**src/rtl/core_mem_pkg.sv**
```systemverilog
// Shared encodings and helpers for the core-to-bus memory port.
// Size codes, FSM states, byte-enable width and the store lane/enable helpers.
package core_mem_pkg;

  localparam int BE_W = 4;

  typedef enum logic [1:0] {
    SIZE_BYTE = 2'b00,
    SIZE_HALF = 2'b01,
    SIZE_WORD = 2'b10,
    SIZE_RSVD = 2'b11
  } size_e;

  typedef enum logic [1:0] {
    ST_IDLE = 2'b00,
    ST_BUS  = 2'b01,
    ST_RESP = 2'b10
  } state_e;

  // Byte offset actually used on the bus: low bits a size cannot address are forced to 0.
  function automatic logic [1:0] eff_offset(input size_e sz, input logic [1:0] off);
    case (sz)
      SIZE_BYTE: eff_offset = off;
      SIZE_HALF: eff_offset = {off[1], 1'b0};
      default:   eff_offset = 2'b00;
    endcase
  endfunction

  function automatic logic [BE_W-1:0] byte_en(input size_e sz, input logic [1:0] off);
    case (sz)
      SIZE_BYTE: byte_en = 4'b0001 << off;
      SIZE_HALF: byte_en = off[1] ? 4'b1100 : 4'b0011;
      default:   byte_en = 4'b1111;
    endcase
  endfunction

  function automatic logic [31:0] lane_rep(input size_e sz, input logic [31:0] wdata);
    case (sz)
      SIZE_BYTE: lane_rep = {4{wdata[7:0]}};
      SIZE_HALF: lane_rep = {2{wdata[15:0]}};
      default:   lane_rep = wdata;
    endcase
  endfunction

endpackage

```
**src/rtl/core_mem_load_align.sv**
```systemverilog
// Load data alignment: shifts the addressed lane down, truncates to the access
// size and zero- or sign-extends to 32 bits. Purely combinational.
module mem_load_align
  import core_mem_pkg::*;
(
  input  logic [1:0]  size,
  input  logic        is_unsigned,
  input  logic [1:0]  offset,
  input  logic [31:0] rdata,
  output logic [31:0] data
);

  logic [31:0] shifted;

  always_comb begin
    shifted = rdata >> {offset, 3'b000};
    case (size_e'(size))
      SIZE_BYTE: data = is_unsigned ? {24'h0, shifted[7:0]}
                                    : {{24{shifted[7]}}, shifted[7:0]};
      SIZE_HALF: data = is_unsigned ? {16'h0, shifted[15:0]}
                                    : {{16{shifted[15]}}, shifted[15:0]};
      default:   data = shifted;
    endcase
  end

endmodule

```
**src/rtl/core_mem_port.sv**
```systemverilog
// Single-outstanding core-to-bus memory port (IDLE -> BUS -> RESP) with optional
// watchdog. Define MEM_PORT_MISALIGN_TRAP_EN to error on misaligned half/word accesses.
module core_mem_port
  import core_mem_pkg::*;
#(
  parameter int ADDR_W      = 32,
  parameter int TIMEOUT_CYC = 0
) (
  input  logic              clk,
  input  logic              resetn,
  input  logic              req_valid,
  output logic              req_ready,
  input  logic              req_we,
  input  logic [1:0]        req_size,
  input  logic              req_unsigned,
  input  logic [ADDR_W-1:0] req_addr,
  input  logic [31:0]       req_wdata,
  output logic              rsp_valid,
  output logic [31:0]       rsp_rdata,
  output logic              rsp_err,
  output logic              mem_valid,
  input  logic              mem_ready,
  output logic [ADDR_W-1:0] mem_addr,
  output logic              mem_we,
  output logic [BE_W-1:0]   mem_be,
  output logic [31:0]       mem_wdata,
  input  logic [31:0]       mem_rdata
);

  localparam int          CNT_W     = (TIMEOUT_CYC > 1) ? $clog2(TIMEOUT_CYC + 1) : 1;
  localparam int unsigned TO_LAST   = (TIMEOUT_CYC > 0) ? TIMEOUT_CYC - 1 : 0;
  localparam logic [CNT_W-1:0] TO_LAST_C = CNT_W'(TO_LAST);
  localparam bit          WDOG_EN   = (TIMEOUT_CYC > 0);

  state_e              state_q, state_d;
  logic [ADDR_W-1:0]   addr_q, addr_d;
  logic [BE_W-1:0]     be_q, be_d;
  logic [31:0]         wdata_q, wdata_d;
  logic                we_q, we_d;
  logic [1:0]          size_q, size_d;
  logic                uns_q, uns_d;
  logic [1:0]          off_q, off_d;
  logic                err_q, err_d;
  logic [31:0]         rdata_q, rdata_d;
  logic [CNT_W-1:0]    cnt_q, cnt_d;

  size_e               req_sz;
  logic [1:0]          req_off;
  logic                trap;
  logic [31:0]         load_data;

  assign req_sz  = size_e'(req_size);
  assign req_off = eff_offset(req_sz, req_addr[1:0]);

`ifdef MEM_PORT_MISALIGN_TRAP_EN
  assign trap = (req_sz == SIZE_HALF && req_addr[0]) ||
                (req_sz == SIZE_WORD && req_addr[1:0] != 2'b00);
`else
  assign trap = 1'b0;
`endif

  mem_load_align u_load_align (
    .size        (size_q),
    .is_unsigned (uns_q),
    .offset      (off_q),
    .rdata       (mem_rdata),
    .data        (load_data)
  );

  // NOTE: every variable gets its default before the case so no path can infer a latch.
  always_comb begin
    state_d = state_q;
    addr_d  = addr_q;
    be_d    = be_q;
    wdata_d = wdata_q;
    we_d    = we_q;
    size_d  = size_q;
    uns_d   = uns_q;
    off_d   = off_q;
    err_d   = err_q;
    rdata_d = rdata_q;
    cnt_d   = '0;

    case (state_q)
      ST_IDLE: begin
        if (req_valid) begin
          addr_d  = {req_addr[ADDR_W-1:2], 2'b00};
          be_d    = byte_en(req_sz, req_off);
          wdata_d = lane_rep(req_sz, req_wdata);
          we_d    = req_we;
          size_d  = req_size;
          uns_d   = req_unsigned;
          off_d   = req_off;
          rdata_d = '0;
          if (req_sz == SIZE_RSVD || trap) begin
            err_d   = 1'b1;
            state_d = ST_RESP;
          end else begin
            err_d   = 1'b0;
            state_d = ST_BUS;
          end
        end
      end
      ST_BUS: begin
        // mem_ready wins over an expiring watchdog in the same cycle.
        if (mem_ready) begin
          rdata_d = we_q ? 32'h0 : load_data;
          err_d   = 1'b0;
          state_d = ST_RESP;
        end else if (WDOG_EN && cnt_q == TO_LAST_C) begin
          rdata_d = '0;
          err_d   = 1'b1;
          state_d = ST_RESP;
        end else if (WDOG_EN) begin
          cnt_d = cnt_q + CNT_W'(1);
        end
      end
      ST_RESP: state_d = ST_IDLE;
      default: state_d = ST_IDLE;
    endcase
  end

  // NOTE: data/address registers are reset too, since they drive the bus outputs directly.
  always_ff @(posedge clk) begin
    if (!resetn) begin
      state_q <= ST_IDLE;
      addr_q  <= '0;
      be_q    <= '0;
      wdata_q <= '0;
      we_q    <= 1'b0;
      size_q  <= '0;
      uns_q   <= 1'b0;
      off_q   <= '0;
      err_q   <= 1'b0;
      rdata_q <= '0;
      cnt_q   <= '0;
    end else begin
      state_q <= state_d;
      addr_q  <= addr_d;
      be_q    <= be_d;
      wdata_q <= wdata_d;
      we_q    <= we_d;
      size_q  <= size_d;
      uns_q   <= uns_d;
      off_q   <= off_d;
      err_q   <= err_d;
      rdata_q <= rdata_d;
      cnt_q   <= cnt_d;
    end
  end

  assign req_ready = (state_q == ST_IDLE);
  assign mem_valid = (state_q == ST_BUS);
  assign rsp_valid = (state_q == ST_RESP);
  assign rsp_err   = rsp_valid & err_q;
  assign rsp_rdata = rsp_valid ? rdata_q : 32'h0;
  assign mem_addr  = addr_q;
  assign mem_be    = be_q;
  assign mem_wdata = wdata_q;
  assign mem_we    = we_q;

endmodule

```
**config.mk**
```make
export PLATFORM = sky130hd
export DESIGN_NAME = core_mem_port
export DESIGN_NICKNAME = d
export VERILOG_FILES = /design/src/rtl/core_mem_pkg.sv /design/src/rtl/core_mem_load_align.sv /design/src/rtl/core_mem_port.sv
export SDC_FILE = /design/constraint.sdc
export NUM_CORES = 1
export LEC_CHECK = 0
export CORE_MARGIN = 2
export CORE_UTILIZATION = 26
export CTS_CLUSTER_SIZE = 20
export DETAILED_ROUTE_END_ITERATION = 12
export HOLD_SLACK_MARGIN = 0.1
export SETUP_SLACK_MARGIN = 0.1
export SYNTH_ARGS = -nofsm -noshare
export SYNTH_HDL_FRONTEND = slang
export SYNTH_SLANG_ARGS = --single-unit
```
**constraint.sdc**
```tcl
create_clock -name clk -period 4.38 [get_ports clk]
set_input_delay 0.876 -clock clk [delete_from_list [all_inputs] [get_ports clk]]
set_output_delay 0.876 -clock clk [all_outputs]
set_load 0.005 [all_outputs]
```
== After elaboration in Yosys (flattened, before gate mapping) ==
Cells that the tools add are included.
Storage, ports and cells
  register bits: 107
  input port bits: 104
  output and inout port bits: 105
  word-level logic and storage cells: 47
Operators by class
  equality and inequality tests: 7
  shifts and indexed selects: 2
  multiplexer cells: 20
  bitwise gates (word level): 1
  reductions and logical operators: 7
Operator list (count)
  32-bit two-way mux: 6
  32-bit one-hot mux with 2 select lines: 3
  32-bit by 5-bit >> shifter with 32-bit output: 1
  2-bit one-hot mux with 2 select lines: 2
  4-bit one-hot mux with 2 select lines: 1
  2-bit by 1-bit equality test with 1-bit output (second input constant): 3
  2-bit logical NOT: 3
  2-bit two-way mux: 3
  2-bit equality test (second input constant): 2
  4-bit two-way mux: 1
  2-bit AND reduction: 2
  1-bit by 2-bit left shift with 4-bit output (first input constant): 1
  1-bit two-way mux: 3
  3-bit AND reduction: 1
  2-bit by 1-bit != test with 1-bit output (second input constant): 1
  2-bit != test (second input constant): 1
  1-bit one-hot mux with 2 select lines: 1
  2-bit nonzero test: 1
  1-bit AND: 1

== Depth between registers and ports, before layout ==
Gate-level depths: netlist of run 1.
  depth in word-level cells: 6
  gate-level depth with buffers: 6
  mapped depth without buffers: 4

== Hierarchy ==
From an unflattened synthesis of run 1, not the netlist that was laid out.
Second synthesis, totals
  cells, all modules: 640
  area total of the unflattened synthesis: 5454.0 um2
By module, submodules not included
  core_mem_port: times used 1, cells each 537, area an instance 4685.7 um2, seq. area each 2142.1 um2
  mem_load_align: times used 1, cells each 103, area an instance 768.2 um2, seq. area each 0.0 um2

== Least setup slack after synthesis of run 1 ==
No wires, ideal clock.
  path type: input-to-reg
  from: in mem_ready
  to: reg rdata_q[31]
  setup time: 0.115 ns
  data arrival time: 2.011 ns
  setup slack: 2.255 ns
  stages on the path: 6
  path buffers: 2
  cell sequence: and4bb_2 buf_2 and4bb_2 buf_6 a22o_1 a21o_2
Between the ends
  cells in the longest elaborated chain, start to end: 2
Ends and longest elaborated chain
  from (decl): line core_mem_port.sv:22  | input logic mem_ready,
  2-bit by 1-bit != test with 1-bit output (no source line)
  3-bit AND reduction (no source line)
  to (signal assigned): line core_mem_port.sv:147  | rdata_q <= rdata_d;
  to (decl): line core_mem_port.sv:44  | logic [31:0] rdata_q, rdata_d;
No other way between the ends.
A chain may end at the register's enable or synchronous reset.

== Worst setup path in the final report of run 1 ==
  from: reg state_q[1]
  to: out rsp_rdata[7]
Between the ends
  cells in the longest elaborated chain, start to end: 2
Ends and longest elaborated chain
  from (decl): line core_mem_port.sv:35  | state_e state_q, state_d;
  from (signal assigned): line core_mem_port.sv:138  | state_q <= state_d;
  2-bit equality test: line core_mem_port.sv:154  | assign rsp_valid = (state_q == ST_RESP);
  32-bit two-way mux: line core_mem_port.sv:156  | assign rsp_rdata = rsp_valid ? rdata_q : 32'h0;
  to (decl): line core_mem_port.sv:19  | output logic [31:0] rsp_rdata,
No other way between the ends.

==> results.md, run 1 <==
- Clock-pin slew on the worst setup and hold paths: roughly 0.070 ns
- Final period util: between 60% and 70%
- Final Max Slew Viols: 0
- Hold Path Class: reg2reg
- Num ports: approximately 210
- DRT antenna net count: 0
- Gr ovfl total: 0
- Synth Area in Adders: 0%
- TritonCTS clock tree: yes
- PwrDens: ~300 nW/um^2
- Iter 0 DRT Violations: approximately 250
- Sequential area share after synthesis: between 40% and 50%
- Min Tclk post-route: around 2.8 ns
- Mux contribution to synthesized area: 8.980%
- First-pass DRT Iterations: 4
- Reg2Reg Launch Point: off_q[1]
- Max_slew headroom: approximately 35%
- Worst Setup SP: state_q[1]
- Critical Path End Type: primary output
- Final count of negative-setup-slack endpoints: 0
- First-pass GRT wire length: 26740 um
- End point of the critical path: rsp_rdata[7]
- Avg Inst Size Synth: 8.863 um^2
- TritonCTS Buffers: 9
- Synthesized cell area: between 5000 and 6000 um^2
- Slowest CP cell: clkdlybuf4s50_1
- IO buf count: 206
- Antenna violations before repair: 1
- Die height: 145.6 um
- Post-DR vias/cell: approximately 4.6
- Worst Tran Pin Value: around 0.97 ns
- Main combinational cell family by area after synthesis: compound AO/OA/AOI/OAI gates
- CTS resizes: 0
- # Post-CTS Setup Buffers: 0
- Max clock buf depth: 2
- WL per Instance: 16.60 um
- Number of global-route vias before repair: 4651
- Simple-gate share of the synthesized area: 19.33%
- Site Rows: between 50 and 60
- Worst path required time: about 3.5 ns
- Hold WS: approximately 0.46 ns
- FF-to-FF End: rdata_q[31]
- Starting Density: about a quarter
- DP HPWL: 11870 um
- Worst Skew: 0.009576 ns
- Die width: approximately 150 um
- Clk root buf: clkbuf_16
- CTS sink count: 107
- Fraction of layout cells with a size suffix above 1: between 5 and 6%
- RSZ-0062 raised after global routing: false
- Skew-Pair Late Insertion Delay: between 0.3 and 0.4 ns
- Crit path launch type: register
- # diodes: 0
- Hold_buf cts: 0
- Vias: about 4800
- Die area: 21190 um^2
- Maximum vdd drop: 176.2 uV
- Routability cong.: roughly 0.77
- DRC viols: 0
- Largest net degree at the start of global routing: 92
- TNS Setup: 0 ns
- R2R depth: 3
- Synth warn: 0
- Synth Register Bits: approximately 110
- Complex-gate fraction of the synthesized area: 24.08%
- Final hold vios: 0
- Distinct cells, synth: between 40 and 50
- Outcome: finished, final reports clean
- CP Data Arrival Time: roughly 1.9 ns
- H-tree depth: 3
- Synthesized instance count: between 500 and 600
- Cell chain of the critical path: nor2b_1 > buf_4 > and2_1 > clkdlybuf4s50_1
- Critical path class: reg2out
- Max cap viols: 0
- WL final: between 15000 and 20000 um
- Max incr delay on CP: ~0.53 ns
- FMAX: around 360 MHz
- Reg2reg setup slack: about 1.9 ns
- Area Growth Syn to Fin: 46.17%
- Pleak: approximately 3 nW
- Nets@finish: roughly 860
- XOR/XNOR Fraction of Synth Area: less than 1%
- Critical Path Fanout Max: 34
- Gr usage total: 15.86%
- Core ar.: between 15000 and 20000 um^2
## placed cells by master, fill, tap and decap left out, types with 2 or more instances in the layout
master	instances
nand2_2	2
o211a_1	16
a21o_2	6
mux2i_1	43
and2_1	34
buf_4	6
clkbuf_16	9
o2bb2ai_1	16
inv_1	2
nor2b_1	12
a32oi_1	8
nand3_1	11
a21boi_0	53
dfxtp_1	107
nor2_1	3
a31oi_1	2
nand2_1	135
and4bb_2	2
o211ai_1	8
a22o_2	5
inv_6	2
clkinv_2	2
conb_1	2
o21ai_0	20
a22o_1	3
a21oi_1	10
a21o_1	10
nand3b_1	8
clkdlybuf4s50_1	205
or2_2	3
## metal layers
layer	vias to the layer above	part of all wire (%)	global-route usage, %
met5	-	0.076	0
met4	2	1.1	4.412
met3	16	8.9	6.803
met2	164	44	24.45
met1	2221	46	20.28
li1	2369	-	-
## synthesized netlist by cell type
cell type    n  area (um^2)
xor2_1       1        8.760
a21boi_0    53        397.9
o211ai_1     8        60.06
nor2_1       3        11.26
clkbuf_1    34        127.6
o211a_1     16        160.2
buf_6        4        45.04
nor3b_2      1        12.51
nor3b_1      1        7.510
buf_1        2        7.510
a22o_1       3        26.28
and4bb_2     2        25.02
clkbuf_4     1        7.510
o2bb2ai_1   16        140.1
a32oi_1      8        70.07
a2111oi_4    1        27.53
nand3_1     11        55.05
and2_1      35        219.0
a21oi_1     10        50.05
a21o_2       6        52.55
a22oi_1      1        7.510
clkinv_1     1        3.750
a31oi_1      2        12.51
mux2i_1     43        430.4
dfxtp_1    107         2142
clkbuf_8     6        82.58
mux2_4       1        15.01
o21a_1       1        7.510
conb_1       1        3.750
and2_0       1        6.260
nor2b_1     12        75.07
inv_1        2        7.510
nand2_2      1        6.260
nand2_1    136        510.5
buf_2        6        30.03
a22o_2       5        50.05
buf_4        2        15.01
o311ai_0     1        8.760
mux4_2       1        22.52
o21ai_0     20        100.1
a21o_1      10        75.07
or2_2        3        18.77
a221oi_1     1        8.760
nand3b_1     8        60.06
## worst min path at each step
stage                     slack (ns)  cells after the start   startpoint     endpoint
after floorplan                 0.42                      1  rdata_q[10]  rdata_q[10]
after global placement          0.44                      1  rdata_q[11]  rdata_q[11]
after detailed placement        0.44                      1   rdata_q[8]   rdata_q[8]
after CTS                       0.46                      1   rdata_q[8]   rdata_q[8]
after global routing            0.47                      1  rdata_q[12]  rdata_q[12]
final                           0.46                      1  rdata_q[12]  rdata_q[12]
## worst max-delay path, delay by kind of cell (launching register included)
family                 cells  cell delay, ns
flip-flops                 1            0.37
AND/OR/NAND/NOR            2            0.37
buffers and inverters      2            0.83
## sequential cells by signal, summed over array words and instances (netlist names)
signal,count
size_q,2
mem_wdata,32
mem_addr,30
rdata_q,32
err_q,1
off_q,2
state_q,2
mem_be,4
uns_q,1
mem_we,1
## metrics by stage
step / std cells / util (%) / total power [mW] / instance area [um^2] / setup slack, ns
final: 1027 / 38.88 / 2.320 / 7617 / 1.575
after global placement: 1011 / 37.46 / 1.558 / 7338 / 1.232
after floorplan: 589 / - / 1.300 / 5215 / 2.255
after global routing: 1027 / 38.88 / 2.455 / 7617 / 1.442
after detailed placement: 1011 / 37.46 / 1.557 / 7338 / 1.211
after CTS: 1027 / 38.88 / 2.364 / 7617 / 1.566
## power breakdown
group          internal, mW  leakage [nW]  total [mW]  switching (mW)
logic                 0.251          1.93       0.462           0.211
clock network         0.406         0.140       0.789           0.384
registers              1.03         0.876        1.07          0.0364
## cell families after synthesis
kind of cell / Yosys count
flip-flops: 107
AO/OA/AOI/OAI: 162
other: 1
AND/OR/NAND/NOR: 214
multiplexers: 45
XOR/XNOR: 1
buffers and inverters: 58
## layout make-up
class	count	area (um^2)
Fill cell	2047	11970
Multi-Input combinational cell	424	2751
Sequential cell	107	2142
Timing Repair Buffer	212	2102
Tap cell	265	331.6
Clock buffer	11	242.7
Clock inverter	5	36.28
Inverter	3	11.26
Note: power is estimated with default switching activity, not from simulation.
==> run 2: changes to the inputs <==
==> constraint.sdc (replaced) <==
create_clock -name clk -period 2.61 [get_ports clk]
set_input_delay 0.522 -clock clk [delete_from_list [all_inputs] [get_ports clk]]
set_output_delay 0.522 -clock clk [all_outputs]
set_load 0.005 [all_outputs]
==> results.md, run 2 (synthesis gave the netlist of run 1 again) <==
- RSZ-0062 raised after global routing: false
- Hold Path Class: reg2reg
- Reg2reg setup slack: 0.72 ns
- Layout Cells excl Fill: about 1000
- H-tree depth: 3
- Largest net degree at the start of global routing: between 40 and 50
- Max cap viols: 0
- Dpl ws: ~0.23 ns
- Fraction of layout cells with a size suffix above 1: under 10%
- Reg2Reg Launch Point: off_q[0]
- Clock-pin slew on the worst setup and hold paths: 0.07 ns
- Hold_buf cts: 0
- Area Growth Syn to Fin: 48.93%
- Final hold vios: 0
- Routability cong.: between 0.7 and 0.8
- First-pass GRT wire length: 27050 um
- Final Max Slew Viols: 0
- Placed instance area: approximately 7500 um^2
- TritonCTS Buffers: 9
- Critical Path Fanout Max: 34
- Maximum vdd drop: between 200 and 300 uV
- CTS sink count: about 110
- Number of global-route vias before repair: between 4000 and 5000
- WL per Instance: around 17 um
- Core ar.: ~20000 um^2
- Most common cell after layout, fill and taps aside: clkdlybuf4s50_1
- Critical path class: reg2out
- Max_slew headroom: between 50% and 60%
- # diodes: 0
- Worst path required time: roughly 2.1 ns
- DRT antenna net count: 0
- R2R depth: 4
- Post-DR vias/cell: around 4.6
- Min Tclk post-route: 2.370 ns
- Worst setup margin: about 0.24 ns
- Gr ovfl total: 0
- Outcome: finished, final reports clean
- DP HPWL: 12620 um
- WL final: ~17000 um
- Power consumption: 3.987 mW
- Worst Min Path Start: mem_wdata[2]
- Final period util: 90.81%
- PwrDens: between 500 and 600 nW/um^2
- DRC viols: 0
- Antenna violations before repair: 0
- TNS Setup: 0 ns
- Worst Tran Pin Value: 0.6142 ns
- Finished Cell Area: 7761 um^2
- FMAX: about 420 MHz
- Skew-Pair Late Insertion Delay: ~0.34 ns
- # Post-CTS Setup Buffers: 0
- CP Data Arrival Time: 1.85 ns
- Most frequent cells in the layout: clkdlybuf4s50_1 (205), nand2_1 (135), dfxtp_1 (107), a21boi_0 (53), mux2i_1 (43)
- FF-to-FF End: rdata_q[31]
- Vias: 4790
- Pleak: roughly 3 nW
- Critical Path End Type: primary output
- Gr usage total: 16.00%
- Die width: 145.6 um
- TritonCTS clock tree: yes
- Max clock buf depth: 2
- First-pass DRT Iterations: 4
- Clk root buf: clkbuf_16
- IO buf count: approximately 200
- Die height: between 100 and 150 um
- Layout Utilization: between 30% and 40%
- Hold EP: mem_wdata[2]
- Crit path launch type: register
- Die area: 21190 um^2
- Nets@finish: around 870
- Final count of negative-setup-slack endpoints: 0
- Starting Density: 26.60%
- Number of stages on the worst hold path: 2
- Hold WS: roughly 0.46 ns
- Num ports: between 200 and 250
- Site Rows: 51
- Dpl cells: a little over 1000
- Iter 0 DRT Violations: around 240
- Worst Skew: ~0.0055 ns
==> run 2: cell types whose count changed in the layout (fill, tap and decap cells not counted), sizes merged <==
cell	delta
inv	-2
clkinv	-2
buf	+13
clkinvlp	+2
clkbuf	+1
bufinv	+1
==> run 2: report_power, final <==
part / internal, mW / switching (mW)
clock: 0.771 / 0.628
sequential: 1.73 / 0.0572
combinational: 0.437 / 0.361
total: 2.94 / 1.05
==> run 2: timing repair <==
| item | 4_1_cts | 5_1_grt |
|---|---|---|
| endpoints found under the hold margin | 0 | 0 |
| setup endpoints to repair | 0 | 15 |
| gates resized for setup | 0 | 1 |
==> run 2: worst max-delay path by stage <==
| stage | start | end | slack (ns) | depth (start not counted) |
|---|---|---|---|---|
| after floorplan | mem_ready | rdata_q[31] | 0.84 | 6 |
| after global routing | state_q[1] | rsp_rdata[19] | 0.10 | 4 |
| after CTS | state_q[1] | rsp_rdata[19] | 0.17 | 4 |
| final | state_q[1] | rsp_rdata[21] | 0.24 | 4 |
| after global placement | req_valid | rdata_q[13] | 0.26 | 5 |
| after detailed placement | req_valid | rdata_q[12] | 0.23 | 5 |
==> run 2: worst max-delay path, stage by stage, from the launching register on <==
cell and delay (ns):
dfxtp_1 0.38, nor2b_1 0.17, buf_6 0.23, and2_1 0.19, clkdlybuf4s50_1 0.52
==> run 2: cell type report <==
| class | count | area, um^2 |
|---|---|---|
| fillers | 1974 | 11830 |
| multi-input cells | 424 | 2751 |
| repair buffers | 225 | 2228 |
| flip-flops and latches | 107 | 2142 |
| well taps | 265 | 331.6 |
| clock buffers | 12 | 246.5 |
| clock inverters | 4 | 50.05 |
| inverters | 3 | 11.26 |
==> run 2: metal layers <==
layer / wire (um) / share of wire (%) / vias to the layer above / track usage [%]
met5: 0 / 0 / - / 0
met4: 134 / 0.77 / 0 / 3.284
li1: - / - / 2397 / -
met2: 7866 / 45 / 169 / 25.57
met3: 1484 / 8.5 / 7 / 6.019
met1: 7906 / 45 / 2217 / 20.72
==> run 3: changes to the inputs <==
--- a/config.mk
+++ b/config.mk
@@ -6,10 +6,12 @@
 export NUM_CORES = 1
 export LEC_CHECK = 0
 export CORE_MARGIN = 2
-export CORE_UTILIZATION = 26
+export CORE_UTILIZATION = 42
 export CTS_CLUSTER_SIZE = 20
 export DETAILED_ROUTE_END_ITERATION = 12
+export GPL_TIMING_DRIVEN = 0
 export HOLD_SLACK_MARGIN = 0.1
+export PLACE_DENSITY = 0.78
 export SETUP_SLACK_MARGIN = 0.1
 export SYNTH_ARGS = -nofsm -noshare
 export SYNTH_HDL_FRONTEND = slang
==> results.md, run 3 (synthesis gave the netlist of run 1 again) <==
- Met2 GRT Util: between 40% and 50%
- DRC viols: 0
- Number of global-route vias before repair: ~5100
- PwrDens: between 500 and 600 nW/um^2
- Critical Path Fanout Max: 10
- Site Rows: 40
- RSZ-0062 raised after global routing: true
- Starting Density: a little over two fifths
- Critical path class: reg2out
- Max clock buf depth: 2
- Worst Tran Pin Value: just under 0.7 ns
- Nets@finish: slightly above 900
- Final count of negative-setup-slack endpoints: 0
- Fillers: about 1000
- Antenna violations before repair: 0
- Met1 global-route usage: 31.63%
- Worst path required time: ~2.1 ns
- CP Data Arrival Time: 1.91 ns
- WL final: 17180 um
- Cell chain of the critical path: nor2b_4 > buf_2 > and2_1 > clkdlybuf4s50_1
- Area Growth Syn to Fin: 49.10%
- Max_slew headroom: ~55%
- Pleak: roughly 3.1 nW
- First-pass GRT wire length: roughly 27000 um
- Layout Cells excl Fill: ~980
- CTS sink count: between 100 and 150
- TritonCTS clock tree: yes
- Final hold vios: 0
- Worst Skew: approximately 0.0090 ns
- Final period util: about 93%
- Critical Path End Type: primary output
- Min Tclk post-route: about 2.4 ns
- Gr usage total: between 20% and 30%
- Finished Cell Area: between 7000 and 8000 um^2
- Most common cell after layout, fill and taps aside: clkdlybuf4s50_1
- Met3 Use GR: 7.696%
- Die height: roughly 120 um
- IO buf count: around 200
- Routability cong.: 0.9451
- Largest net degree at the start of global routing: 17
- Die width: between 100 and 150 um
- Clk root buf: clkbuf_16
- Core ar.: approximately 12000 um^2
- Hold Path Class: reg2reg
- DRT antenna net count: 0
- Final Max Slew Viols: 0
- Power consumption: slightly below 4 mW
- Fraction of layout cells with a size suffix above 1: roughly 7.3%
- Skew-Pair Late Insertion Delay: about 0.35 ns
- Layout Utilization: 64.42%
- Num ports: ~210
- FMAX: 410.7 MHz
- Hold_buf cts: 0
- TNS Setup: 0 ns
- Gr ovfl total: 0
- H-tree depth: 3
- Post-DR vias/cell: around 5.2
- Outcome: finished, final reports clean
- Max cap viols: 0
- Slowest CP cell: clkdlybuf4s50_1
- Crit path launch type: register
- First-pass DRT Iterations: 5
- Iter 0 DRT Violations: approximately 440
- Most frequent cells in the layout: clkdlybuf4s50_1 (204), nand2_1 (136), dfxtp_1 (107), a21boi_0 (53), mux2i_1 (43)
- Dpl cells: between 900 and 1000
- Maximum vdd drop: 334.7 uV
- Placed instance area: approximately 7500 um^2
- DP HPWL: about 13000 um
- Max incr delay on CP: just over 0.5 ns
- WL per Instance: roughly 18 um
- Grt peak-use layer: met2
- TritonCTS Buffers: 9
- Die area: around 13000 um^2
- Vias: around 5100
- # diodes: 0
- Clock-pin slew on the worst setup and hold paths: 0.07 ns
==> run 3: metrics by stage <==
| stage | hold WS (ns) | setup WS [ns] |
|---|---|---|
| after floorplan | 0.4242 | 0.8387 |
| after CTS | 0.4636 | 0.1279 |
| final | 0.4585 | 0.1752 |
| after global routing | 0.4809 | 0.08556 |
| after detailed placement | 0.4479 | 0.1221 |
| after global placement | 0.4423 | 0.1198 |
==> run 3: area by class of cell <==
type                            count  area (um^2)  area share [%]
Clock inverter                      5        55.05          0.7085
Clock buffer                       10        229.0           2.947
Multi-Input combinational cell    424         2754           35.44
Timing Repair Buffer              205         2049           26.38
Tap cell                          168        210.2           2.705
Buffer                             55        319.1           4.106
Sequential cell                   107         2142           27.57
Inverter                            3        11.26          0.1449
==> run 3: per-layer routing <==
| metal | up-vias | part of all wire [%] |
|---|---|---|
| met3 | 22 | 9.2 |
| met1 | 2394 | 42 |
| met4 | 0 | 2.1 |
| met5 | - | 0 |
| li1 | 2471 | - |
| met2 | 230 | 46 |
==> run 3: path summary, 6_finish.rpt <==
check                  start       endpoint  slack, ns  cells after the start
setup / recovery  state_q[1]  rsp_rdata[17]       0.18                      4
setup reg to reg  state_q[0]   mem_addr[30]       0.61                      6
hold reg to reg   rdata_q[9]     rdata_q[9]       0.46                      1
hold / removal    rdata_q[9]     rdata_q[9]       0.46                      1
==> run 3: critical path, delay by kind of cell (launching register included) <==
kind          cells  cell delay (ns)
buf+inv           2             0.76
simple gates      2             0.42
flops             1             0.39
==> run 3: repair_timing <==
item,CTS,global route
endpoints found under the setup margin,30,24
buffers inserted,0,1
gates cloned,0,0
resized for setup,5,2
==> run 3: power breakdown <==
part           leakage (nW)  switching (mW)  internal, mW
sequential            0.876          0.0583          1.73
clock                 0.134           0.593         0.736
combinational          2.06           0.382         0.453
total                  3.07            1.03          2.92
==> RTL change (flow settings as in run 2) <==
Re-encode `state_e` (3 states) as one-hot, 3 bits wide.
--- a/src/rtl/core_mem_pkg.sv
+++ b/src/rtl/core_mem_pkg.sv
@@ -11,10 +11,10 @@
     SIZE_RSVD = 2'b11
   } size_e;
 
-  typedef enum logic [1:0] {
-    ST_IDLE = 2'b00,
-    ST_BUS  = 2'b01,
-    ST_RESP = 2'b10
+  typedef enum logic [2:0] {
+    ST_IDLE = 3'b001,
+    ST_BUS  = 3'b010,
+    ST_RESP = 3'b100
   } state_e;
 
   // Byte offset actually used on the bus: low bits a size cannot address are forced to 0.
Behaviour: no difference found for any inputs over 10 cycles, from zero or initial values and one cycle with resetn low; not proved beyond that.
==> RTL change against run 2 <==
  * Sequential cell count increased by 1
  * Critical path depth increased by 1
  * Final area decreased by 2.5%
  * Area after synthesis decreased by 4.8%
  * Via count increased by 1.0%
  * Worst setup slack got worse by 0.063 ns
  * Combinational power decreased by 2%
  * Non-clock buffer count decreased by 1
  * Register-to-register slack improved by 0.18 ns
  * Routed wire length decreased by 6.7%
  * Total power decreased by 2.5%
  * Cell count decreased by 1.8%
  * Critical path type unchanged
  * Critical endpoint is now rsp_rdata[22]
  * Largest power group unchanged
==> RTL change: results (changes against run 2) <==
status=completed; setup slack of the worst register-to-register path=0.90 ns (+0.18 ns); HPWL after DPL=11,630 um (-7.9%); XOR/XNOR share of the synthesized area=0% (-0.17 points); proportion of synthesized chip area in sequential cells=43.59% (+2.5 points); number of cell instances on the worst register-to-register path=5 (+1); vias after detailed routing=4,838 (+1.0%); global-route usage over all layers=15.59% (-0.41 points); fraction of final layout cells sized beyond drive strength 1=7.116% (-0.24 points); Inserted Diodes=0 (unchanged); final weighted congestion in routability-driven placement=0.8199 (+7.3%); Hold Worst Slack=0.4520 ns (-0.009375 ns); CP peak stage delay=0.50 ns (-0.02 ns); library cell with the largest summed area after synthesis=sky130_fd_sc_hd__dfxtp_1; adder-cell share of the synthesized area=0% (unchanged); Clock Pin Slew Worst Setup and Hold Paths=0.07 ns (about the same); synth unique cells=42 (-4.5%); initial antenna violation count=0 (unchanged); final routed wire length divided by cell count=15.89 um (-5.0%); endpoint of the worst register-to-register path=rdata_q[8]; Slowest cell on crit path=sky130_fd_sc_hd__clkdlybuf4s50_1; path category of the worst min-delay check=reg -> reg; most frequent cells after synthesis=133 x sky130_fd_sc_hd__nand2_1, 108 x sky130_fd_sc_hd__dfxtp_1, 64 x sky130_fd_sc_hd__a21oi_1; data arrival time of the worst path=1.91 ns (+0.06 ns); cell type group with the largest total delay on the critical path=buffers and inverters; pin count of the biggest net entering global routing=77 (+79%); later-pin clock latency in the skew report=approximately 0.35 ns; number of buffers created by CTS=9 (unchanged); drt first pass iters=5 (+1); Critical R2R Launch=off_q[0]; global-route wire length before repair=24,700 um (-8.7%); end point of the worst hold path=mem_addr[26]; Cells after Synth=597 (+1.5%); number of instances on the worst hold path=2 (unchanged); Layout Cells excl Fill=1,021 (-1.8%); violation count after the first detailed-route iteration=217 (-7.7%); maximum resistive drop on vdd=0.2833 mV (-3.1%); number of warning messages in the yosys log=0 (unchanged); maximum count of clock buffers along a single path=2 (unchanged); number of global-route vias before repair=4,404 (-6.4%); buffer type at the clock tree root=sky130_fd_sc_hd__clkbuf_16; Port Buffer Count=206 (unchanged); post-route minimum period=2.433 ns (+0.06307 ns); Crit Path Max Fanout=6 (-82%); post-detailed-placement cell area=7247 um2 (-2.9%); multiplexer share of the synthesized area=6.912% (-2.1 points); startpoint of the tightest hold check path=mem_addr[26]; # fillers=1,893 (-4.1%); async set or reset register ratio after synthesis=0% (unchanged); leakage power of the design=2.722 nW (-9.8%); number of nets in the finished design=886 (+1.4%); H-tree lvl count=3 (unchanged); main area contributors after synthesis=sky130_fd_sc_hd__dfxtp_1 44%, sky130_fd_sc_hd__nand2_1 10%, sky130_fd_sc_hd__a21oi_1 6.5%, sky130_fd_sc_hd__mux2i_1 6.5%, sky130_fd_sc_hd__and2_1 4.5%; Post-Place Worst Slack=0.3070 ns (+0.07864 ns); clock skew after layout=0.005694 ns (+0.0001880 ns); worst setup path startpoint=state_q[2]; compound-gate portion of the synthesized area=22.55% (-1.5 points); worst setup path endpoint=rsp_rdata[22]
RTL change: changes by cell type in the layout (fill, tap and decap cells not counted), moves of 11 or more:
cell / change
sky130_fd_sc_hd__a21oi_1: +54
sky130_fd_sc_hd__o211a_1: -16
sky130_fd_sc_hd__a21boi_0: -53
sky130_fd_sc_hd__mux2i_1: -11
sky130_fd_sc_hd__o21ai_0: +11
sky130_fd_sc_hd__nor2_1: +27
RTL change: cell type report:
class / instances / area (um2) / share of cell area (%)
multi-input cells: 435 / 2565 / 33.91
repair buffers: 224 / 2240 / 29.61
flip-flops and latches: 108 / 2168 / 28.67
well taps: 234 / 292.8 / 3.871
clock buffers: 13 / 260.3 / 3.441
clock inverters: 3 / 21.27 / 0.2812
inverters: 4 / 16.27 / 0.2151
RTL change: layer usage:
| layer | GRT usage [%] | vias to the layer above | share of wire, % |
|---|---|---|---|
| li1 | - | 2437 | - |
| met1 | 20.81 | 2218 | 46 |
| met2 | 24.00 | 171 | 44 |
| met3 | 5.653 | 12 | 8.6 |
| met4 | 3.737 | 0 | 1.1 |
| met5 | 0 | - | 0 |
RTL change: what timing repair did:
| item | in CTS | in global routing |
|---|---|---|
| setup endpoints to repair | 25 | 10 |
| pin swaps | 1 | 0 |
| gates resized for setup | 5 | 5 |
| gates cloned | 1 | 1 |
| setup buffers | 0 | 0 |
RTL change: kinds of logic (layout without fill, tap and decap cells):
group,count (synthesis),after routing
AOI/OAI and AO/OA,169,169
buffers and inverters,55,244
DFF,108,108
muxes,33,33
other,1,2
and+or+nand+nor,231,231
RTL change: where the power goes:
part / switching (mW) / total, mW / internal, mW
Sequential: 0.0512 / 1.79 / 1.74
Combinational: 0.357 / 0.780 / 0.422
Clock: 0.615 / 1.32 / 0.702
Total: 1.02 / 3.89 / 2.86
